### config.mk
export PLATFORM = sky130hd
export DESIGN_NAME = maze_memory_flat
export DESIGN_NICKNAME = d
export VERILOG_FILES = /design/src/rtl/maze_memory_if.sv /design/src/rtl/maze_memory.sv /design/src/flat_wrapper.sv
export SDC_FILE = /design/constraint.sdc
export NUM_CORES = 1
export LEC_CHECK = 0
export BUFFER_PORTS_ARGS = -buffer_cell sky130_fd_sc_hd__buf_2
export CAP_MARGIN = 20
export CORE_MARGIN = 8
export CORE_UTILIZATION = 30
export CTS_CLUSTER_DIAMETER = 120
export CTS_CLUSTER_SIZE = 25
export DETAILED_ROUTE_END_ITERATION = 8
export REMOVE_ABC_BUFFERS = 1
export SETUP_SLACK_MARGIN = 0.1
export SLEW_MARGIN = 20
export SYNTH_ARGS = -nofsm -noshare
export SYNTH_HDL_FRONTEND = slang
export SYNTH_SLANG_ARGS = --single-unit
### constraint.sdc
create_clock -name CLK -period 5.9 [get_ports CLK]
set_input_delay 1.18 -clock CLK [delete_from_list [all_inputs] [get_ports CLK]]
set_output_delay 1.18 -clock CLK [all_outputs]
set_load 0.005 [all_outputs]
### src/rtl/maze_memory_if.sv
// Maze memory bus: row-load front end plus the rat's cell read/write port.
interface maze_memory_if;
    logic        LdStart;
    logic        LdValid;
    logic [15:0] LdRow;
    logic        LdBusy;
    logic        LdDone;
    logic        Ready;
    logic        RD;
    logic        WR;
    logic        Din;
    logic [3:0]  X;
    logic [3:0]  Y;
    logic        Dout;
    logic [7:0]  WrCount;

    modport master (
        output LdStart, LdValid, LdRow, RD, WR, Din, X, Y,
        input  LdBusy, LdDone, Ready, Dout, WrCount
    );

    modport slave (
        input  LdStart, LdValid, LdRow, RD, WR, Din, X, Y,
        output LdBusy, LdDone, Ready, Dout, WrCount
    );
endinterface

### src/rtl/maze_memory.sv
// 16x16 bit-cell maze store: row loader front end, then rat read/write service.
// Reads are registered (1 cycle); writes are counted, saturating at 255.
module maze_memory (
    input  logic   CLK,
    input  logic   RST,
    maze_memory_if.slave bus
);
    typedef enum logic [1:0] {
        IDLE  = 2'd0,
        LOAD  = 2'd1,
        READY = 2'd2
    } state_t;

    state_t            state;
    logic [3:0]        r;
    logic [15:0][15:0] mem;
    logic              dout;
    logic              lddone;
    logic [7:0]        wrcount;

    assign bus.LdBusy  = (state == LOAD);
    assign bus.Ready   = (state == READY);
    assign bus.LdDone  = lddone;
    assign bus.Dout    = dout;
    assign bus.WrCount = wrcount;

    always_ff @(posedge CLK) begin
        if (RST) begin
            state   <= IDLE;
            r       <= 4'd0;
            mem     <= '0;
            dout    <= 1'b1;
            lddone  <= 1'b0;
            wrcount <= 8'd0;
        end else begin
            lddone <= 1'b0;
            // Reads see the pre-write cell; outside READY every cell looks blocked.
            if (bus.RD)
                dout <= (state == READY) ? mem[bus.Y][bus.X] : 1'b1;
            if (bus.LdStart) begin
                state   <= LOAD;
                r       <= 4'd0;
                wrcount <= 8'd0;
            end else begin
                unique case (state)
                    LOAD: begin
                        if (bus.LdValid) begin
                            mem[r] <= bus.LdRow;
                            r      <= r + 4'd1;
                            if (r == 4'd15) begin
                                state  <= READY;
                                lddone <= 1'b1;
                            end
                        end
                    end
                    READY: begin
                        if (bus.WR) begin
                            mem[bus.Y][bus.X] <= bus.Din;
                            if (wrcount != 8'hff)
                                wrcount <= wrcount + 8'd1;
                        end
                    end
                    default: ;
                endcase
            end
        end
    end
endmodule
### src/flat_wrapper.sv
// flat-port wrapper written by rule: the top's interface ports become plain ports
module maze_memory_flat 
  (CLK, RST, bus_LdStart, bus_LdValid, bus_LdRow, bus_RD, bus_WR, bus_Din, bus_X, bus_Y, bus_LdBusy, bus_LdDone, bus_Ready, bus_Dout, bus_WrCount);
  maze_memory_if bus_i ();
  input  logic CLK;
  input  logic RST;
  input wire logic [$bits(bus_i.LdStart)-1:0] bus_LdStart;
  input wire logic [$bits(bus_i.LdValid)-1:0] bus_LdValid;
  input wire logic [$bits(bus_i.LdRow)-1:0] bus_LdRow;
  input wire logic [$bits(bus_i.RD)-1:0] bus_RD;
  input wire logic [$bits(bus_i.WR)-1:0] bus_WR;
  input wire logic [$bits(bus_i.Din)-1:0] bus_Din;
  input wire logic [$bits(bus_i.X)-1:0] bus_X;
  input wire logic [$bits(bus_i.Y)-1:0] bus_Y;
  output wire logic [$bits(bus_i.LdBusy)-1:0] bus_LdBusy;
  output wire logic [$bits(bus_i.LdDone)-1:0] bus_LdDone;
  output wire logic [$bits(bus_i.Ready)-1:0] bus_Ready;
  output wire logic [$bits(bus_i.Dout)-1:0] bus_Dout;
  output wire logic [$bits(bus_i.WrCount)-1:0] bus_WrCount;
  assign bus_i.LdStart = bus_LdStart;
  assign bus_i.LdValid = bus_LdValid;
  assign bus_i.LdRow = bus_LdRow;
  assign bus_i.RD = bus_RD;
  assign bus_i.WR = bus_WR;
  assign bus_i.Din = bus_Din;
  assign bus_i.X = bus_X;
  assign bus_i.Y = bus_Y;
  assign bus_LdBusy = bus_i.LdBusy;
  assign bus_LdDone = bus_i.LdDone;
  assign bus_Ready = bus_i.Ready;
  assign bus_Dout = bus_i.Dout;
  assign bus_WrCount = bus_i.WrCount;
  maze_memory u_core (.CLK(CLK), .RST(RST), .bus(bus_i));
endmodule
==> results of run 1 <==
[placed cells by master, fill, tap and decap left out, drive strengths merged, types with 4 or more instances in the layout]
cell,netlist,routed
a22oi,23,23
xor2,5,5
a311oi,256,256
mux2i,52,52
nor2b,12,12
ha,5,5
clkbuf,209,16
nand4,13,13
o211ai,5,5
nand2,73,73
nand3,34,34
mux4,40,40
a221oi,7,7
inv,6,6
a21oi,283,283
nor3,6,6
o22a,256,256
dfxtp,272,272
buf,56,79
nor2,24,24
and2,4,4
o21ai,265,265
[how the worst max path moves through the flow]
stage / startpoint / end / slack, ns / cells past startpoint
2_1_floorplan: u_core.state[0] / u_core.mem[240] / 1.22 / 8
3_3_place_gp: bus_Y[3] / u_core.mem[190] / 1.73 / 5
3_5_place_dp: bus_Y[3] / u_core.mem[152] / 1.69 / 6
4_1_cts: u_core.state[0] / u_core.mem[255] / 1.96 / 7
5_1_grt: u_core.state[0] / u_core.mem[252] / 1.72 / 7
6_report: u_core.state[0] / u_core.mem[252] / 1.79 / 7
[metrics by stage]
stage               cell area [um2]  worst slack, ns  std cells  total power, mW
floorplan                     15470            1.218       1664            2.009
global placement              16940            1.731       2447            2.171
detailed placement            16950            1.693       2447            2.177
CTS                           17330            1.957       2463            3.274
global route                  17350            1.720       2464            3.359
finish                        17350            1.793       2466            3.285
[flip-flops by register name (all words and copies together) (netlist names)]
register / count
u_core.bus.Dout: 1
u_core.bus.LdDone: 1
u_core.bus.WrCount: 8
u_core.mem: 256
u_core.r: 4
u_core.state: 2
[logic make-up after synthesis]
| group | share of synthesized area, % |
|---|---|
| flops | 32.85 |
| fa+ha+maj | 0.3774 |
| buf+inv | 6.785 |
| xor+xnor | 0.3698 |
| simple gates | 5.419 |
| compound gates | 45.63 |
| mux | 8.574 |
[tightest hold or removal path, cell delays in order, from the launching register on]
cell                      delay (ns)
sky130_fd_sc_hd__dfxtp_1        0.33
sky130_fd_sc_hd__o21ai_0        0.07
sky130_fd_sc_hd__a21oi_1        0.07
[synthesized netlist by cell type, types with 2 or more instances]
cell                       number  share of area (%)
sky130_fd_sc_hd__a21oi_1      283                8.5
sky130_fd_sc_hd__a221oi_1       7               0.37
sky130_fd_sc_hd__a22oi_1       22                1.0
sky130_fd_sc_hd__a311oi_1     256                 14
sky130_fd_sc_hd__and2_1         4               0.15
sky130_fd_sc_hd__and3_1         3               0.11
sky130_fd_sc_hd__buf_1          2              0.045
sky130_fd_sc_hd__buf_2         43                1.3
sky130_fd_sc_hd__buf_4          8               0.36
sky130_fd_sc_hd__buf_6          3               0.20
sky130_fd_sc_hd__clkbuf_1     208                4.7
sky130_fd_sc_hd__dfxtp_1      272                 33
sky130_fd_sc_hd__ha_1           5               0.38
sky130_fd_sc_hd__inv_1          5               0.11
sky130_fd_sc_hd__mux2i_1       52                3.1
sky130_fd_sc_hd__mux4_2        40                5.4
sky130_fd_sc_hd__nand2_1       73                1.7
sky130_fd_sc_hd__nand2b_1       3               0.11
sky130_fd_sc_hd__nand3_1       24               0.72
sky130_fd_sc_hd__nand3_2       10               0.60
sky130_fd_sc_hd__nand4_1       13               0.49
sky130_fd_sc_hd__nor2_1        23               0.52
sky130_fd_sc_hd__nor2b_1       12               0.45
sky130_fd_sc_hd__nor3_1         6               0.18
sky130_fd_sc_hd__o211ai_1       5               0.23
sky130_fd_sc_hd__o21ai_0      265                8.0
sky130_fd_sc_hd__o22a_1       256                 14
sky130_fd_sc_hd__or3_1          3               0.11
sky130_fd_sc_hd__xnor2_1        2               0.11
sky130_fd_sc_hd__xor2_1         5               0.26
[metal layers]
metal	vias to the layer above	GRT usage, %
met5	-	0
met4	6	7.865
met3	173	5.980
met2	1226	29.47
met1	8461	27.47
li1	7430	-
[where the power goes]
group	leakage [nW]	internal (mW)	switching (mW)
clock network	0.189	0.462	0.673
registers	2.19	1.84	0.00367
logic	1.95	0.0702	0.235
[layout make-up]
cell class | count | share of cell area (%)
Clock buffer | 15 | 2.163
Multi-Input combinational cell | 1386 | 58.12
Timing Repair Buffer | 80 | 3.050
Tap cell | 704 | 5.076
Clock inverter | 1 | 0.02884
Antenna cell | 2 | 0.02884
Inverter | 6 | 0.1586
Sequential cell | 272 | 31.38
==> load_flow_metrics.sql, run 1 <==
INSERT INTO impl_metrics (metric_group, metric, value, unit) VALUES
('synth', 'yosysWarnings', '0', ''),
('synth', 'synth_edf_count', '0', ''),
('sta', 'whs', '0.5128', 'ns'),
('worst_setup_path', 'worstSetupEndpointType', 'flip-flop', ''),
('global_route', 'first_pass_grt_wire_length', '101.4', 'mm'),
('synth', 'synth-seq-area-share', '32.85', '%'),
('status', 'status', 'completed', ''),
('worst_setup_path', 'timing.setup.critical_path_class', 'flip-flop to flip-flop', ''),
('floorplanning', 'chip_width', '251.1', 'um'),
('synth', 'synth_async_sr_flop_share', '0', '%'),
('drt', 'wl_met3', '8.821', 'mm'),
('sta', 'hold_violations', '0', ''),
('synth', 'synthesis.area', '16580', 'um2'),
('cts', 'clock_tree.root_cell', 'sky130_fd_sc_hd__clkbuf_16', ''),
('sta', 'slew_violations', '0', ''),
('worst_setup_path', 'cp_data_required_time', '6.33', 'ns'),
('drt', 'wl_met2', '28.44', 'mm'),
('worst_setup_path', 'cell_with_the_largest_stage_delay_on_the_worst_path', 'sky130_fd_sc_hd__nand4_1', ''),
('worst_setup_path', 'worstRegToRegCells', '7', ''),
('drt', 'route.layer.met1.wl', '28.25', 'mm'),
('synth', 'synth-seq-cells', '272', ''),
('layout', 'area.sequential', '5445', 'um2'),
('layout', 'layout_area_overhead', '4.680', '%'),
('global_route', 'antenna_found_initial', '5', ''),
('synth', 'primary_flip_flop_cell_chosen_by_synthesis_mapping', 'sky130_fd_sc_hd__dfxtp_1', ''),
('layout', 'fin_nets', '1796', ''),
('drt', 'starting_drt_drc_count', '2688', ''),
('drt', 'detailroute.via_count', '17300', ''),
('worst_setup_path', 'capturing_point_of_the_worst_reg2reg_path', 'u_core.mem[252]', ''),
('synth', 'syn_area_per_cell', '8.594', 'um2'),
('worst_setup_path', 'timing.rr.start', 'u_core.state[0]', ''),
('cts', 'ctsHoldBuffers', '0', ''),
('cts', 'cts-root-to-sink-buffers', '3', ''),
('floorplanning', 'start_util', '30.21', '%'),
('drt', 'top_routing_layer_in_use', 'met5', ''),
('run', 'max_cap_viol_count', '0', ''),
('sta', 'setup_total_negative_slack', '0', 'ns'),
('global_route', 'grt_util_all_layers', '20.12', '%'),
('global_route', 'grt_overflow', '0', ''),
('cts', 'cts_htree_levels', '1', ''),
('floorplanning', 'die_height', '251.1', 'um'),
('cts', 'tritoncts.num_buffers', '14', ''),
('global_route', 'grt_pass1_vias', '16200', ''),
('floorplanning', 'core_area', '54880', 'um2'),
('layout', 'combined_area_of_the_multi_input_logic_cells', '10080', 'um2'),
('layout', 'layout-drive-gt1-share', '9.830', '%'),
('sta', 'worst-slew-pin-transition', '1.231', 'ns'),
('drt', 'drt_first_pass_iters', '8', ''),
('place', 'gp_congestion', '0.9406', ''),
('cts', 'post_cts_buffers', '0', ''),
('layout', 'n_fill_cell', '5687', ''),
('synth', 'synth_cell_type_count', '46', ''),
('floorplanning', 'fp-row-count', '86', ''),
('sta', 'rsz_0062_raised_after_global_routing', 'no', ''),
('worst_setup_path', 'cpPeakStageDelay', '1.06', 'ns'),
('cts', 'cts.clk_slew.worst_paths', '0.11', 'ns'),
('cts', 'clk_latency', '0.53', 'ns'),
('sta', 'max_clock_freq', '0.2435', 'GHz'),
('power_and_ir_drop', 'power.density_cell_area', '189.3', 'nW/um2'),
('cts', 'cts_tree', 'done', ''),
('drt', 'drt-wirelength-per-cell', '27.54', 'um'),
('worst_hold_path', 'worst_hold_startpoint', 'u_core.state[0]', ''),
('floorplanning', 'num_io_pins', '43', ''),
('worst_setup_path', 'worst-endpoint-arrival', '4.53', 'ns'),
('synth', 'post_synth_inst_count', '1929', ''),
('worst_hold_path', 'worst_hold_path.num_cells', '2', ''),
('cts', 'cts_resized', '0', ''),
('floorplanning', 'floorplan.die_area', '63040', 'um2'),
('sta', 'setup_violations', '0', ''),
('sta', 'min_period_over_period', '69.60', '%'),
('worst_setup_path', 'cp_top_family', 'simple AND/OR/NAND/NOR gates', '');
Note: power is estimated with default switching activity, not from simulation.
==> run 2: changes to the inputs <==
--- a/config.mk
+++ b/config.mk
@@ -5,6 +5,7 @@
 export SDC_FILE = /design/constraint.sdc
 export NUM_CORES = 1
 export LEC_CHECK = 0
+export ABC_AREA = 1
 export BUFFER_PORTS_ARGS = -buffer_cell sky130_fd_sc_hd__buf_2
 export CAP_MARGIN = 20
 export CORE_MARGIN = 8
==> constraint.sdc (replaced) <==
create_clock -name CLK -period 4.1 [get_ports CLK]
set_input_delay 0.82 -clock CLK [delete_from_list [all_inputs] [get_ports CLK]]
set_output_delay 0.82 -clock CLK [all_outputs]
set_load 0.005 [all_outputs]
==> run 2 against run 1 <==
  * First-iteration DRC count increased by 0.52%
  * Sequential power increased by 44%
  * Cell area is 8.2% higher
  * Fmax increased by 43%
  * Sequential share of layout area shrank 2.4 points
  * Flip-flop and latch count unchanged
  * Clock skew is 0.021 ns higher
  * Area after synthesis is 7.0% higher
  * Critical path type unchanged
  * Largest cell class unchanged
==> load_flow_metrics.sql, run 2 <==
INSERT INTO impl_metrics (metric_group, metric, value, unit) VALUES
('cts', 'ctsHoldBuffers', '0', ''),
('global_route', 'first_pass_grt_wire_length', '109.6', 'mm'),
('cts', 'cts_htree_levels', '1', ''),
('global_route', 'grt_overflow', '0', ''),
('synth', 'synthesis.area', '17750', 'um2'),
('sta', 'setup_violations', '0', ''),
('worst_setup_path', 'capturing_point_of_the_worst_reg2reg_path', 'u_core.mem[217]', ''),
('worst_setup_path', 'worstSetupEndpointType', 'flip-flop', ''),
('cts', 'clock-sinks', '272', ''),
('floorplanning', 'core_area', '58800', 'um2'),
('worst_hold_path', 'min_to', 'u_core.mem[167]', ''),
('sta', 'worst-slew-pin-transition', '1.126', 'ns'),
('layout', 'largest_register_by_flop_count', 'u_core.mem', ''),
('sta', 'max_clock_freq', '0.3477', 'GHz'),
('global_route', 'antenna_found_initial', '2', ''),
('synth', 'synth_async_sr_flop_share', '0', '%'),
('layout', 'final_core_util', '31.93', '%'),
('global_route', 'grt_pass1_vias', '18190', ''),
('sta', 'minimum_clock_period_after_layout', '2.876', 'ns'),
('synth', 'synth_edf_count', '0', ''),
('layout', 'n_fill_cell', '6525', ''),
('synth', 'ys_top_cells_by_area', 'sky130_fd_sc_hd__dfxtp_1, sky130_fd_sc_hd__nand2_1, sky130_fd_sc_hd__a21oi_1', ''),
('cts', 'cts-root-to-sink-buffers', '3', ''),
('synth', 'syn_area_per_cell', '6.145', 'um2'),
('status', 'status', 'completed', ''),
('layout', 'mostFrequentLayoutCells', 'sky130_fd_sc_hd__nand2_1, sky130_fd_sc_hd__a21oi_1, sky130_fd_sc_hd__dfxtp_1', ''),
('worst_setup_path', 'path_max_fanout', '17', ''),
('sta', 'hold_violations', '0', ''),
('place', 'place_worst_setup_slack', '0.9260', 'ns'),
('run', 'max_cap_viol_count', '0', ''),
('floorplanning', 'num_io_pins', '43', ''),
('sta', 'slew_headroom', '24.93', '%'),
('power_and_ir_drop', 'vdd_drop_max', '191.6', 'uV'),
('power_and_ir_drop', 'finalPower', '4.829', 'mW'),
('synth', 'synth.cells.most_frequent', 'sky130_fd_sc_hd__nand2_1, sky130_fd_sc_hd__a21oi_1, sky130_fd_sc_hd__dfxtp_1', ''),
('layout', 'fin_nets', '2813', ''),
('worst_setup_path', 'setup.worst_path.start_class', 'flip-flop', ''),
('synth', 'synth_largest_area_cell', 'sky130_fd_sc_hd__dfxtp_1', ''),
('worst_setup_path', 'timing.reg2reg.setup_slack', '1.22', 'ns'),
('worst_setup_path', 'crit_path_cell_trace', 'nand2_1, inv_1, nand2_1, nand2_1, nand2_1, a21oi_1, o21ai_0, a21oi_1', ''),
('worst_setup_path', 'path_buf_inv', '1', ''),
('synth', 'synth_cell_type_count', '32', ''),
('layout', 'layout-drive-gt1-share', '7.917', '%'),
('global_route', 'grt_util_all_layers', '20.29', '%'),
('floorplanning', 'floorplan.die_area', '67190', 'um2'),
('floorplanning', 'die_height', '259.2', 'um'),
('global_route', 'grt_start_max_net_pins', '119', ''),
('cts', 'cts.clk_slew.worst_paths', '0.10', 'ns'),
('layout', 'layout_area_overhead', '5.789', '%'),
('floorplanning', 'fp-row-count', '89', ''),
('worst_hold_path', 'worst_hold_path.num_cells', '2', ''),
('sta', 'post-route-worst-setup-slack', '1.224', 'ns'),
('worst_setup_path', 'worst-endpoint-arrival', '3.34', 'ns'),
('worst_hold_path', 'worstHoldPathType', 'flip-flop to flip-flop', ''),
('worst_setup_path', 'cell_with_the_largest_stage_delay_on_the_worst_path', 'sky130_fd_sc_hd__dfxtp_1', ''),
('drt', 'route.antenna.remaining_nets', '0', ''),
('drt', 'drt-wirelength-per-cell', '20.11', 'um'),
('layout', 'ant_diodes', '0', ''),
('place', 'detailed_place_hpwl', '43.62', 'mm'),
('synth', 'synthMostInstantiatedCell', 'sky130_fd_sc_hd__nand2_1', ''),
('drt', 'drt_first_pass_iters', '6', ''),
('worst_setup_path', 'worstRegToRegCells', '8', ''),
('place', 'place_area', '18360', 'um2'),
('layout', 'layout.cell_area.non_filler', '18770', 'um2'),
('sta', 'slew_violations', '0', ''),
('sta', 'clock_skew', '0.03675', 'ns'),
('cts', 'cts_resized', '0', ''),
('worst_setup_path', 'timing.rr.start', 'u_core.r[2]', ''),
('worst_setup_path', 'critical-path-top-cell-by-count', 'sky130_fd_sc_hd__nand2_1', ''),
('power_and_ir_drop', 'power.density_cell_area', '257.2', 'nW/um2'),
('layout', 'flip_flop_count_of_the_largest_register_all_copies_and_words_added', '256', ''),
('place', 'buffers_on_ports', '42', ''),
('drt', 'detailroute.via_count', '19970', ''),
('synth', 'primary_flip_flop_cell_chosen_by_synthesis_mapping', 'sky130_fd_sc_hd__dfxtp_1', ''),
('worst_setup_path', 'cpPeakStageDelay', '0.65', 'ns'),
('drt', 'starting_drt_drc_count', '2702', ''),
('sta', 'rsz_0062_raised_after_global_routing', 'no', ''),
('layout', 'final_common_cell', 'sky130_fd_sc_hd__nand2_1', ''),
('drt', 'drt_wl_total', '71.42', 'mm'),
('cts', 'tritoncts.num_buffers', '15', ''),
('synth', 'yosysWarnings', '0', ''),
('power_and_ir_drop', 'static-leakage-power', '6.572', 'nW'),
('cts', 'cts_tree', 'done', ''),
('place', 'gp_congestion', '0.8635', ''),
('floorplanning', 'start_util', '30.18', '%'),
('drt', 'drc_errors', '0', ''),
('synth', 'synth-seq-area-share', '30.68', '%'),
('sta', 'whs', '0.4597', 'ns'),
('sta', 'min_period_over_period', '70.16', '%'),
('worst_setup_path', 'cp_data_required_time', '4.56', 'ns'),
('cts', 'post_cts_buffers', '0', ''),
('worst_setup_path', 'timing.setup.critical_path_class', 'flip-flop to flip-flop', ''),
('worst_hold_path', 'worst_hold_startpoint', 'u_core.mem[167]', ''),
('cts', 'clk_latency', '0.54', 'ns'),
('synth', 'synth_top_area_share', '30.68', '%'),
('worst_setup_path', 'cp_top_family', 'simple AND/OR/NAND/NOR gates', ''),
('synth', 'post_synth_inst_count', '2888', ''),
('cts', 'clock_tree.root_cell', 'sky130_fd_sc_hd__clkbuf_16', ''),
('synth', 'synth-seq-cells', '272', ''),
('drt', 'vias_per_cell', '5.622', ''),
('floorplanning', 'chip_width', '259.2', 'um');
## run 2: cell count changes after synthesis, moves of 38 or more
cell,before,now
sky130_fd_sc_hd__inv_1,5,214
sky130_fd_sc_hd__a21oi_1,283,412
sky130_fd_sc_hd__a311oi_1,256,0
sky130_fd_sc_hd__nand2_1,73,858
sky130_fd_sc_hd__o22ai_1,0,243
sky130_fd_sc_hd__a21oi_2,0,38
sky130_fd_sc_hd__o22a_1,256,7
sky130_fd_sc_hd__nor2_1,23,138
sky130_fd_sc_hd__mux4_2,40,0
sky130_fd_sc_hd__nand3_1,24,97
sky130_fd_sc_hd__buf_2,43,99
sky130_fd_sc_hd__clkbuf_1,208,84
sky130_fd_sc_hd__mux2i_1,52,0
## run 2: report_power, final
part | internal, mW | leakage, nW | total (mW) | switching, mW
Clock | 0.686 | 0.204 | 1.72 | 1.03
Combinational | 0.0854 | 4.18 | 0.452 | 0.366
Sequential | 2.65 | 2.19 | 2.66 | 0.00771
## run 2: final cells by class
| type | count | area (um2) | area share [%] |
|---|---|---|---|
| Inverter | 236 | 890.9 | 4.745 |
| Clock inverter | 4 | 35.03 | 0.1866 |
| Timing Repair Buffer | 95 | 698.2 | 3.719 |
| Sequential cell | 272 | 5445 | 29.01 |
| Clock buffer | 15 | 375.4 | 1.999 |
| Tap cell | 773 | 967.2 | 5.152 |
| Multi-Input combinational cell | 2157 | 10360 | 55.19 |
## run 2: through the flow
step | instances | TNS (ns)
floorplan | 2665 | -2696.40
global placement | 3533 | 0
detailed placement | 3533 | 0
CTS | 3552 | 0
global route | 3552 | 0
finish | 3552 | 0
## run 2: layer usage
layer / track usage [%] / up-vias / wire, um
met5: 0 / - / 13
met2: 30.77 / 1079 / 30530
li1: - / 9526 / -
met1: 28.37 / 9219 / 31060
met4: 6.835 / 2 / 2382
met3: 4.121 / 143 / 7431
## run 2: worst min-delay path, stage by stage, from the launching register on
cell	delay, ns
sky130_fd_sc_hd__dfxtp_1	0.31
sky130_fd_sc_hd__inv_1	0.06
sky130_fd_sc_hd__a21oi_1	0.05
## run 2: logic make-up after synthesis
family / count (synthesis) / synth area share, %
compound gates: 979 / 30.58
fa+ha+maj: 5 / 0.3525
buf+inv: 459 / 11.08
flops: 272 / 30.68
simple gates: 1173 / 27.30
## run 2: worst max-delay path by stage
stage | from | to | slack, ns | cells after the start
finish | u_core.r[2] | u_core.mem[217] | 1.22 | 8
global route | u_core.r[1] | u_core.mem[254] | 1.07 | 10
CTS | u_core.r[2] | u_core.mem[215] | 1.36 | 8
detailed placement | bus_Y[0] | u_core.bus.Dout | 0.93 | 17
global placement | bus_Y[0] | u_core.bus.Dout | 0.96 | 17
floorplan | u_core.state[1] | u_core.mem[128] | -10.74 | 5
